`config.mk`:
```
export PLATFORM = sky130hd
export DESIGN_NAME = mem_writeback_stage
export DESIGN_NICKNAME = d
export VERILOG_FILES = /design/src/rtl/mem_writeback_stage.sv
export SDC_FILE = /design/constraint.sdc
export NUM_CORES = 1
export LEC_CHECK = 0
export BUFFER_PORTS_ARGS = -buffer_cell sky130_fd_sc_hd__buf_2
export CAP_MARGIN = 5
export CORE_MARGIN = 4
export CORE_UTILIZATION = 51
export CTS_CLUSTER_SIZE = 12
export DETAILED_ROUTE_END_ITERATION = 12
export GPL_TIMING_DRIVEN = 0
export PLACE_DENSITY = 0.83
export SLEW_MARGIN = 20
export SYNTH_ARGS = -nofsm -noshare
export SYNTH_HDL_FRONTEND = slang
export SYNTH_SLANG_ARGS = --single-unit
```
`constraint.sdc`:
```
create_clock -name clk -period 6.5 [get_ports clk]
set_input_delay 0.65 -clock clk [delete_from_list [all_inputs] [get_ports clk]]
set_output_delay 0.65 -clock clk [all_outputs]
set_load 0.01 [all_outputs]
```
`src/rtl/mem_writeback_stage.sv`:
```
// Memory/write-back stage: req/ack data-memory read with timeout,
// write-back source select and register-file write strobes.
module mem_writeback_stage #(
  parameter int          ACK_TIMEOUT = 64,
  parameter logic [15:0] ERR_VALUE   = 16'hDEAD
) (
  input  logic        clk,
  input  logic        reset,
  input  logic        mem_read_in,
  input  logic        reg_wr_en_1_in,
  input  logic        reg_wr_en_2_in,
  input  logic [2:0]  buff_ctrl_in,
  input  logic [3:0]  reg_wr_sel_in,
  input  logic [15:0] mem_addr_in,
  input  logic [15:0] alu_in,
  input  logic [15:0] imm_in,
  input  logic [15:0] pc_in,
  input  logic [4:0]  flags_in,
  output logic        mem_req,
  output logic [15:0] mem_addr,
  input  logic        mem_ack,
  input  logic [15:0] mem_rdata,
  output logic        stall,
  output logic        rf_wr_en_1,
  output logic [3:0]  rf_wr_sel,
  output logic [15:0] rf_wr_data,
  output logic        rf_wr_en_2,
  output logic [4:0]  rf_flags,
  output logic        mem_err
);

  localparam int CW = (ACK_TIMEOUT > 2) ? $clog2(ACK_TIMEOUT) : 1;

  typedef enum logic [1:0] {
    IDLE,
    WAIT_ACK,
    WB
  } state_t;

  state_t        state;
  logic [CW-1:0] cnt;

  logic        op_en1;
  logic        op_en2;
  logic [2:0]  op_buff;
  logic [3:0]  op_sel;
  logic [15:0] op_alu;
  logic [15:0] op_imm;
  logic [15:0] op_pc;
  logic [4:0]  op_flags;

  logic        timeout;
  logic        c_en1;
  logic        c_en2;
  logic        c_err;
  logic [3:0]  c_sel;
  logic [15:0] c_data;
  logic [4:0]  c_flags;

  function automatic logic [15:0] wb_mux(
    input logic [2:0]  buff,
    input logic [15:0] alu,
    input logic [15:0] imm,
    input logic [15:0] pc,
    input logic [15:0] mdata
  );
    logic [15:0] r;
    case (buff)
      3'b001:  r = mdata;
      3'b010:  r = imm;
      3'b011:  r = pc + 16'd1;
      3'b100:  r = {alu[7:0], alu[15:8]};
      default: r = alu;
    endcase
    return r;
  endfunction

  assign timeout = (ACK_TIMEOUT > 0) &&
                   (int'(cnt) == ACK_TIMEOUT - 1);

  assign stall = !reset &&
                 ((state == WAIT_ACK) || mem_read_in);

  // What gets written to the register file at the coming edge
  always_comb begin
    c_en1   = 1'b0;
    c_en2   = 1'b0;
    c_err   = 1'b0;
    c_sel   = reg_wr_sel_in;
    c_flags = flags_in;
    c_data  = wb_mux(buff_ctrl_in, alu_in, imm_in,
                     pc_in, 16'h0000);
    if (state == WAIT_ACK) begin
      c_sel   = op_sel;
      c_flags = op_flags;
      c_data  = wb_mux(op_buff, op_alu, op_imm,
                       op_pc, mem_rdata);
      if (mem_ack) begin
        c_en1 = op_en1;
        c_en2 = op_en2;
      end else if (timeout) begin
        c_en1  = op_en1;
        c_en2  = op_en2;
        c_err  = 1'b1;
        c_data = ERR_VALUE;
      end
    end else if (!mem_read_in) begin
      c_en1 = reg_wr_en_1_in;
      c_en2 = reg_wr_en_2_in;
    end
  end

  always_ff @(posedge clk or posedge reset) begin
    if (reset) begin
      state      <= IDLE;
      cnt        <= '0;
      mem_req    <= 1'b0;
      mem_addr   <= '0;
      mem_err    <= 1'b0;
      rf_wr_en_1 <= 1'b0;
      rf_wr_en_2 <= 1'b0;
      rf_wr_sel  <= '0;
      rf_wr_data <= '0;
      rf_flags   <= '0;
      op_en1     <= 1'b0;
      op_en2     <= 1'b0;
      op_buff    <= '0;
      op_sel     <= '0;
      op_alu     <= '0;
      op_imm     <= '0;
      op_pc      <= '0;
      op_flags   <= '0;
    end else begin
      rf_wr_en_1 <= c_en1;
      rf_wr_en_2 <= c_en2;
      mem_err    <= c_err;
      if (c_en1) begin
        rf_wr_sel  <= c_sel;
        rf_wr_data <= c_data;
      end
      if (c_en2) begin
        rf_flags <= c_flags;
      end
      unique case (state)
        WAIT_ACK: begin
          if (mem_ack || timeout) begin
            mem_req <= 1'b0;
            state   <= WB;
          end else begin
            cnt <= cnt + CW'(1);
          end
        end
        default: begin
          if (mem_read_in) begin
            op_en1   <= reg_wr_en_1_in;
            op_en2   <= reg_wr_en_2_in;
            op_buff  <= buff_ctrl_in;
            op_sel   <= reg_wr_sel_in;
            op_alu   <= alu_in;
            op_imm   <= imm_in;
            op_pc    <= pc_in;
            op_flags <= flags_in;
            mem_req  <= 1'b1;
            mem_addr <= mem_addr_in;
            cnt      <= '0;
            state    <= WAIT_ACK;
          end else begin
            state <= IDLE;
          end
        end
      endcase
    end
  end

endmodule

```
==> flow_summary.toml <==
[run_status]
status = "completed"

[synthesis]
yosysUniqueCellTypes = 79
async_reset_ff_frac = 1.00
syn_inst = 797
syn_area_sq_mm = 0.00654
ys_seq_elements = 115
yosysTopAreaCell = "dfrtp_1"
synth_top_area_frac = 0.440
yosys_warnings = 0
synthFlopType = "dfrtp_1"
syn_avg_cell_area_sq_um = 8.20
synth_edf_count = 0
syn_nets = 898
seq_area_frac_synth = 0.440
ys_top_cells_by_area = "dfrtp_1 (44%), nand2_1 (15%), o21ai_0 (3.0%)"

[cts]
cts_htree_levels = 4
root_buffer = "clkbuf_16"
clk_latency_ns = 0.43
path_clk_slew_ns = 0.05
hold_buffers = 0
numCtsBuffers = 17
clock_path_buffers = 2
tritoncts = "built"
post_cts_buffers = 0
cts.sinks = 115
ctsResizeCount = 0

[placed_design]
place_congestion = 1.02
dpl.hpwl_um = 17100
pre_cts_ws_ns = 3.97
port_buffers = 142

[power]
p_int_mw = 2.00
power_leakage_nw = 3.85
switching_power_mw = 1.25
vdd_drop_max_mv = 0.217
comb_power_share = 0.359
fin_total_pwr_mw = 3.25
p_seq_frac = 0.365
powerDensity_mw_per_mm2 = 404
p_clk_frac = 0.277
p_sw_frac = 0.385

[sta]
fin_crit_sh = 0.392
clock.fmax_mhz = 392
finalHoldViolCount = 0
worstMarginPinSlew_ns = 0.942
clock_skew_ns = 0.0123
rsz0062_at_grt = "no"
period_needed_ns = 2.55
setup_viol = 0
layout_setup_ws_ns = 3.95
final.setup.tns_ns = 0
slew_headroom = 0.367
slew_viol_final = 0

[flow_run]
maxCapViolations = 0

[floorplan]
pin_count = 144
die_y_um = 121
initial_utilization = 0.520
dieArea_sq_mm = 0.0147
placementRows = 41
die_w_um = 121
core-area_sq_mm = 0.0126

[routing]
first_pass_iters = 8
ant_nets = 0
routed_via_density = 5.99
num_vias = 6848
wl_per_cell_um = 20.0
drc = 0
wl_um = 22900
drt_iter0_drc = 968

[worst_setup_path]
path_delay_family = "compound AO/OA/AOI/OAI gates"
cp.depth = 6
cp-endpoint = "rf_wr_data[6]"
critPathLaunchType = "flip-flop"
path_max_fanout = 7
path_buf_inv = 0
critPathSlowestCell = "a31oi_1"
r2r-start = "cnt[0]"
max_stage_delay_ns = 0.71
arrival_ns = 2.91
crit_chain = "ha_1 -> and4b_1 -> a31oi_1 -> o21ai_0 -> a211oi_1 -> a221o_1"
worstPathRequired_ns = 6.86
critPathLaunch = "cnt[0]"
r2r_slack_ns = 3.95
crit_path_end_kind = "flip-flop"
reg2reg_depth = 6
worst_r2r_endpoint = "rf_wr_data[6]"
critPathKind = "reg -> reg"

[layout]
fillers = 1110
syn_to_final_growth_pct = 23.4
num_antenna_cells = 0
multi_input_area_sq_mm = 0.00336
final_layout_size_suffix_gt1_frac = 0.214
fin_util = 0.641
regArea_sq_mm = 0.00288
nNetsFinal = 1060

[grt]
antenna_found_initial = 2
overflow = 0
grt_pass1_vias = 6576
track_usage = 0.316
grt_first_pass_wirelength_um = 35500
grt_start_max_net_pins = 77

[worst_hold_path]
hp-class = "in -> async"
state kept, by name (all words and copies together) (netlist names):
name and count:
mem_addr 16, op_alu 16, op_imm 16, op_pc 16, rf_wr_data 16, cnt 6, op_flags 5, rf_flags 5
op_sel 4, rf_wr_sel 4, op_buff 3, state 2, mem_err 1, mem_req 1, op_en1 1, op_en2 1
rf_wr_en_1 1, rf_wr_en_2 1
synth_stat cells, drive strengths merged (4+ instances only):
| cell type | instances |
|---|---|
| nor4 | 8 |
| nor2 | 44 |
| a22o | 10 |
| nor3 | 13 |
| o31ai | 6 |
| buf | 20 |
| nand2b | 7 |
| clkbuf | 27 |
| mux2i | 7 |
| a21oi | 31 |
| o21ai | 39 |
| xnor2 | 18 |
| a32oi | 5 |
| o2111ai | 4 |
| and3 | 4 |
| a211oi | 7 |
| mux2 | 4 |
| nand4 | 5 |
| inv | 21 |
| and2 | 6 |
| nand2 | 259 |
| xor2 | 8 |
| nand3 | 16 |
| o211ai | 9 |
| nor2b | 8 |
| a221oi | 8 |
| a31oi | 13 |
| a22oi | 7 |
| o22ai | 9 |
| dfrtp | 115 |
routing by layer:
layer | vias to the layer above | GRT usage | wire length, um
li1 | 3104 | - | -
met1 | 3202 | 0.407 | 8540
met2 | 448 | 0.490 | 10500
met3 | 90 | 0.0909 | 2740
met4 | 4 | 0.158 | 1090
met5 | - | 0 | 26
cell families (layout without fill, tap and decap cells):
group | after synthesis | after routing | share of synthesized area
fa+ha+maj | 3 | 3 | 0.00574
compound gates | 181 | 181 | 0.190
flops | 115 | 115 | 0.440
xor+xnor | 26 | 26 | 0.0348
buf+inv | 68 | 242 | 0.0448
mux | 12 | 12 | 0.0211
simple gates | 392 | 392 | 0.264
cells in the final DEF, fill, tap and decap left out, drive strengths merged, types with 4 or more instances in the layout:
master   count
o21ai       39
o22ai        9
a221oi       8
o2111ai      4
nor2        44
a31oi       13
and3         4
xor2         8
nor4         8
o211ai       9
nand2b       7
nand4        5
nor3        13
nand2      259
a22o        10
mux2         4
nand3       16
a211oi       7
o31ai        6
clkbuf      54
dfrtp      115
a32oi        5
and2         6
a21oi       31
nor2b        8
mux2i        7
a22oi        7
inv         21
xnor2       18
buf        163
final cells by class:
cell class              count  share of cell area
flip-flops and latches    115               0.357
repair buffers            143              0.0916
multi-input cells         614               0.417
clock inverters             4             0.00559
well taps                 172              0.0267
plain buffers              47              0.0265
inverters                  21              0.0104
clock buffers              27              0.0649
power by group through the flow:
stage | combinational [mW] | sequential, mW | clock (mW)
finish | 1.17 | 1.19 | 0.900
global route | 1.28 | 1.21 | 0.934
CTS | 1.15 | 1.18 | 0.900
detailed placement | 1.14 | 1.18 | 0
global placement | 1.12 | 1.18 | 0
floorplan | 0.681 | 1.18 | 0
stage by stage:
step | hold WS (ns) | cells | instance area (sq um)
after global placement | 0.455 | 1111 | 7460
after floorplan | 0.440 | 797 | 6540
after CTS | 0.238 | 1143 | 8060
after detailed placement | 0.458 | 1112 | 7490
after global routing | 0.267 | 1143 | 8060
final | 0.229 | 1143 | 8060
worst min-delay path by stage:
stage          slack [ns]  depth (start not counted)           to   startpoint
6_report             0.23                          2  mem_addr[9]        reset
5_1_grt              0.27                          2  mem_addr[9]        reset
4_1_cts              0.24                          2  mem_addr[9]        reset
3_5_place_dp         0.46                          2  mem_addr[8]  mem_addr[8]
3_3_place_gp         0.45                          2  mem_addr[1]  mem_addr[1]
2_1_floorplan        0.44                          2    op_imm[1]    op_imm[1]
No activity file was read; power rests on OpenSTA's default activity.
